--- src/rtl/data_mem_stall.sv ---
// Multi-cycle data memory for the MEM stage: fixed LATENCY, stall until ready.
// Define DATA_MEM_BYTE_ACCESS_EN to compile in byte loads/stores (size=1).
module data_mem_stall #(
   parameter int          WORDLENGTH = 32,
   parameter int          DEPTH      = 64,
   parameter int          LATENCY    = 4,
   parameter logic [31:0] BASE_ADDR  = 32'd1024
) (
   input  logic                  clk,
   input  logic                  rst,
   input  logic                  req,
   input  logic                  wr_en,
   input  logic                  size,
   input  logic [31:0]           addr,
   input  logic [WORDLENGTH-1:0] wr_data,
   output logic [WORDLENGTH-1:0] rd_data,
   output logic                  ready,
   output logic                  stall,
   output logic                  fault
);
   localparam int SH = $clog2(WORDLENGTH/8);
   localparam int IW = $clog2(DEPTH);

   typedef enum logic [1:0] {IDLE, WAIT, DONE} state_t;

   state_t                  state, state_nx;
   logic [3:0]              cnt;
   logic [31:0]             addr_q;
   logic                    wr_q;
   logic [WORDLENGTH-1:0]   wd_q;
   logic                    fault_q;
   logic [WORDLENGTH-1:0]   mem [DEPTH];

   logic [31:0]             off;
   logic [SH-1:0]           lane;
   logic [IW-1:0]           idx;
   logic                    byte_op, bad, accept, access;

`ifdef DATA_MEM_BYTE_ACCESS_EN
   logic size_q;
   assign byte_op = size_q;
`else
   logic unused_size;
   assign unused_size = size;
   assign byte_op     = 1'b0;
`endif

   // Decode works on the captured request so addr may change while waiting.
   assign off  = addr_q - BASE_ADDR;
   assign lane = addr_q[SH-1:0];
   assign idx  = off[IW+SH-1:SH];
   assign bad  = (addr_q < BASE_ADDR) || (|off[31:IW+SH]) || (!byte_op && lane != '0);

   assign accept = (state == IDLE) && req;
   assign access = (state == WAIT) && (cnt == 4'd0);
   assign ready  = (state == DONE);
   assign fault  = ready && fault_q;
   assign stall  = req && !ready;

   always_ff @(posedge clk or posedge rst) begin
      if (rst) state <= IDLE;
      else     state <= state_nx;
   end

   always_comb begin
      state_nx = state;
      case (state)
         IDLE:    if (req) state_nx = WAIT;
         WAIT:    if (cnt == 4'd0) state_nx = DONE;
         DONE:    state_nx = IDLE;
         default: state_nx = IDLE;
      endcase
   end

   always_ff @(posedge clk or posedge rst) begin
      if (rst) begin
         cnt     <= '0;
         addr_q  <= '0;
         wr_q    <= 1'b0;
         wd_q    <= '0;
         fault_q <= 1'b0;
         rd_data <= '0;
`ifdef DATA_MEM_BYTE_ACCESS_EN
         size_q  <= 1'b0;
`endif
         for (int i = 0; i < DEPTH; i++) mem[i] <= '0;
      end else begin
         if (accept) begin
            cnt    <= 4'(LATENCY-1);
            addr_q <= addr;
            wr_q   <= wr_en;
            wd_q   <= wr_data;
`ifdef DATA_MEM_BYTE_ACCESS_EN
            size_q <= size;
`endif
         end else if (state == WAIT && cnt != 4'd0) begin
            cnt <= cnt - 4'd1;
         end

         if (access) begin
            fault_q <= bad;
            if (bad) begin
               rd_data <= '0;
            end else if (wr_q) begin
`ifdef DATA_MEM_BYTE_ACCESS_EN
               if (byte_op) mem[idx][{lane, 3'b000} +: 8] <= wd_q[7:0];
               else         mem[idx] <= wd_q;
`else
               mem[idx] <= wd_q;
`endif
            end else begin
`ifdef DATA_MEM_BYTE_ACCESS_EN
               if (byte_op) rd_data <= WORDLENGTH'(mem[idx][{lane, 3'b000} +: 8]);
               else         rd_data <= mem[idx];
`else
               rd_data <= mem[idx];
`endif
            end
         end
      end
   end
endmodule

--- config.mk ---
export PLATFORM = sky130hd
export DESIGN_NAME = data_mem_stall
export DESIGN_NICKNAME = d
export VERILOG_FILES = /design/src/rtl/data_mem_stall.sv
export SDC_FILE = /design/constraint.sdc
export NUM_CORES = 2
export LEC_CHECK = 0
export CORE_ASPECT_RATIO = 1.5
export CORE_MARGIN = 5
export CORE_UTILIZATION = 56
export DETAILED_ROUTE_END_ITERATION = 10
export GPL_ROUTABILITY_DRIVEN = 0
export PLACE_DENSITY = 0.72
export SYNTH_ARGS = -nofsm -noshare
export SYNTH_HDL_FRONTEND = slang
export SYNTH_SLANG_ARGS = --single-unit
--- constraint.sdc ---
create_clock -name clk -period 115.7 [get_ports clk]
set_clock_uncertainty 0.05 [all_clocks]
set_input_delay 17.355 -clock clk [delete_from_list [all_inputs] [get_ports clk]]
set_output_delay 17.355 -clock clk [all_outputs]
set_load 0.1 [all_outputs]
== Word level (Yosys, flattened, before mapping) ==
Cells that the tools add are included.
Widths: inputs -> output; s select.
Storage, ports and cells
  output and inout port bits: 35
  bits in registers: 2152
  input bits: 69
Operators by class
  equal/unequal tests: 5
  $lt $le $gt $ge: 3
  reductions and logical operators: 18
  add/sub/neg operators: 2
  bitwise operators: 2
  multiplexer cells: 13
Operators with widths (count)
  $bwmux 2048: 1
  $bmux 32 s6: 1
  $demux 32 s6: 1
  $mux 32: 5
  $lt 32x11->1 const B: 1
  $sub 32x11->32 const B: 1
  $reduce_or 24->1: 1
  $mux 4: 2
  $ge 7x7->1 const B: 1
  $lt 7x1->1 const B: 1
  $not 6->7: 1
  $logic_and 1x1->1: 6
  $logic_not 4->1: 1
  $mux 2: 2
  $ne 2x1->1 const B: 2
  $pmux 2 s2: 1
  $reduce_and 2->1: 2
  $reduce_bool 2->1: 2
  $reduce_bool 4->1: 1
  $sub 4x1->4 const B: 1
  $reduce_and 3->1: 1
  $eq 2x1->1 const B: 1
  $eq 2x2->1 const B: 1
  $logic_not 2->1: 1
  other kinds (4): 5

== Longest topological paths before layout ==
  word-level depth: 7
  depth in mapped cells: 11
  mapped depth without buffers: 7

== Worst setup path after synthesis ==
No wires, ideal clock.
  path kind: input to output
  start point: input port req
  end point: output port stall
  arrival: 18.689 ns
  stages: 1
  path buffers: 0
  data required time: 98.295 ns
  slack: 79.606 ns
  path through: nor2b_1
On the way
  longest elaborated chain between the ends: 1
RTL lines
  start: declaration: line 11  | input logic req,
  $logic_and 1x1->1: line 58  | assign stall = req && !ready;
  end: declaration: line 18  | output logic stall,
No other way between the ends.

== Final worst setup path ==
Same ends and word-level chain as after synthesis.

==> results.yml <==
status:
  outcome: "finished, violations left"
  failed_checks: "max-capacitance violations"
cts:
  clk_path_buf_depth: 3
  htreeDepth: 4
  tritoncts: "done"
  post-cts-setup-buffers: 0
  cts-hold-fix-buffers: 0
  ctsResizeCount: 0
  cts_root_buffer: "clkbuf_16"
  cts_buffers: 194
  clock_latency_ns: 0.87
  clkTransAtPathRegs_ns: 0.07
  cts_sinks: 2152
detailed_routing:
  viasPerCell: 6.99
  wl_per_cell_um: 35.2
  drt_first_pass_iters: 8
  drt_iter0_markers: 7549
  wl_mm: 329
  vias: 65325
  ant_nets: 0
  drc_errors: 0
setup_path:
  critPathRequiredTime_ns: 98.29
  cp_num_cells: 3
  critPathLaunchType: "primary input"
  path_delay_family: "buffers and inverters"
  crit_start: "req"
  r2r_slack_ns: 109.93
  crit_path_end_kind: "output port"
  path_cells: "clkdlybuf4s50_1, nor2b_1, clkdlybuf4s50_1"
  slowest_stage: "clkdlybuf4s50_1"
  cp_num_buf_inv: 2
  reg2reg_from: "addr_q[3]$_DFFE_PP0P_"
  path_common_cell: "clkdlybuf4s50_1"
  max_stage_delay_ns: 1.13
  path_class: "in -> out"
  r2r-end: "rd_data[2]$_DFFE_PP0P_"
  path_max_fanout: 3
  rr_worst_depth: 11
  critPathArrivalTime_ns: 19.15
synth:
  yosysTopAreaCellShare_pct: 55.2
  ys_seq_elements: 2152
  ys_warn_count: 0
  synth_top_flop_cell: "dfrtp_1"
  synthesis.nets: 7197
  synth_area_leaders: "dfrtp_1 (55%), mux2_2 (26%), mux4_2 (2.7%)"
  synthCells: 7127
  synthesis.area_um2: 97500
  async_flop_share_pct: 100
  syn_avg_cell_area_um2: 13.7
  yosysUniqueCellTypes: 72
  synth_edf_count: 0
  yosysTopAreaCell: "dfrtp_1"
  yosysSeqAreaShare_pct: 55.2
die:
  die_w_um: 351
  die_h_um: 521
  rows: 187
  dieArea_um2: 183000
  initial_core_util_pct: 56.3
  io_pins: 104
  core_um2: 173000
final_layout:
  nets: 6974
  syn_to_final_growth_pct: 9.37
  final_common_cell: "mux2_2"
  final_cell_mix: "mux2_2 (2266), dfrtp_1 (2117), nand2_1 (329)"
  drive_above_1_share_pct: 42.9
flow_run:
  cap_violations: 1
global_routing:
  grt_overflow: 0
  grt_pass1_wl_mm: 474
  antenna_found_initial: 9
  grt_max_degree: 138
  grt_pass1_vias: 66961
  grt_use_total_pct: 35.9
sta:
  final.min_clock_period_ns: 36.55
  rsz0062_at_grt: "false"
  tns_ns: 0
  setup_viol: 0
  hold_viol: 0
  period_share_pct: 31.6
  worst_slew_pin_slew_ns: 1.45
  max_clock_freq_mhz: 27.4
  maxSlewHeadroom_pct: 2.97
  report.final.slew_viol_count: 0
hold_path:
  hold_end: "addr_q[12]$_DFFE_PP0P_"
  hp-start: "addr_q[12]$_DFFE_PP0P_"
  hold_path_class: "reg -> reg"
  hold_path_depth: 2
power_and_ir_drop:
  power.density_nw_per_um2: 20.4
  p_total_mw: 2.17
  vdd_ir_drop_max_v: 0.0000248
  p_leak_nw: 52.9
place:
  portBuffers: 102
  dp_hpwl_mm: 191
[cell families (layout without fill, tap and decap cells)]
| family | count (synthesis) | in the layout | synth area share, % |
|---|---|---|---|
| XOR/XNOR | 4 | 4 | 0.0359 |
| multiplexers | 2615 | 2615 | 31.3 |
| buffers and inverters | 744 | 681 | 3.52 |
| adder cells (fa/ha/maj) | 1 | 1 | 0.0128 |
| other | 0 | 16 | 0 |
| AO/OA/AOI/OAI | 977 | 977 | 6.97 |
| AND/OR/NAND/NOR | 634 | 634 | 2.93 |
| flip-flops | 2152 | 2152 | 55.2 |
[worst reg2reg max path, cell delays in order (launching register included)]
cell,delay [ns]
dfrtp_4,0.64
buf_4,0.37
buf_4,0.52
buf_4,0.44
inv_4,0.51
buf_4,0.61
buf_4,0.75
a211oi_1,0.11
o31ai_1,0.31
a21oi_1,0.12
nor4_1,0.97
a32o_1,0.30
[Yosys cell counts (all sizes together), types with 4 or more instances]
cell     count
mux2i      173
a32o        16
o41ai        5
or3b         4
a31oi       10
nor3        10
or2          8
or3          9
dfrtp     2152
a22oi       52
o21a         5
a21o         4
o22a        13
and3         7
a211o        6
o2111ai      7
nor2b       23
nor4        14
a2bb2oi     39
nand2b       7
a222oi      16
nand4       22
mux2      2325
inv          9
o221ai     123
mux4       117
o211ai       5
a311oi       4
o21ai      102
a21oi      119
o31ai       18
clkbuf     363
and2        14
a2111oi     10
nand3b       4
o22ai      326
a221o       12
a22o         7
nand3       12
a211oi      39
a221oi      26
buf        372
nand2      354
nor2       140
[report_power, final]
part	switching [mW]	leakage (nW)	internal [mW]	total (mW)
clock	0.292	3.26	0.380	0.672
sequential	0.0740	29.9	0.764	0.838
combinational	0.488	19.7	0.176	0.664
[metal layers]
| metal | GRT usage (%) | vias to the layer above | wire length [um] |
|---|---|---|---|
| met1 | 45.1 | 34852 | 120000 |
| met2 | 56.2 | 3545 | 153000 |
| met4 | 24.8 | 4 | 27000 |
| li1 | - | 25782 | - |
| met3 | 7.45 | 1142 | 28900 |
| met5 | 0 | - | 31 |
[layout make-up]
cell class | instances | area [um^2]
Clock buffer | 309 | 6000
Antenna cell | 16 | 40.0
Fill cell | 13181 | 66500
Clock inverter | 47 | 609
Timing Repair Buffer | 316 | 2680
Sequential cell | 2152 | 53900
Tap cell | 2268 | 2840
Inverter | 9 | 51.3
Multi-Input combinational cell | 4231 | 40600
[state kept, by name, indices dropped and copies added (netlist names)]
register  cells
addr_q       32
cnt           4
fault_q       1
mem        2048
rd_data      32
state         2
wd_q         32
wr_q          1
[per-stage QoR]
stage | cell area, um^2 | utilization [%] | setup slack [ns] | hold slack (ns) | cells
floorplan | 97500 | - | 37.50 | 0.396 | 7127
global placement | 100000 | 57.8 | 79.16 | 0.411 | 8976
detailed placement | 100000 | 57.8 | 79.14 | 0.419 | 8976
CTS | 107000 | 61.6 | 79.14 | 0.434 | 9332
global route | 107000 | 61.6 | 79.13 | 0.446 | 9333
finish | 107000 | 61.6 | 79.15 | 0.431 | 9348
[how the worst max path moves through the flow]
stage | slack (ns) | to
4_1_cts | 79.14 | stall
3_5_place_dp | 79.14 | stall
5_1_grt | 79.13 | stall
6_report | 79.15 | stall
3_3_place_gp | 79.16 | stall
2_1_floorplan | 37.50 | addr_q[0]$_DFFE_PP0P_
No activity file was read; power rests on OpenSTA's default activity.
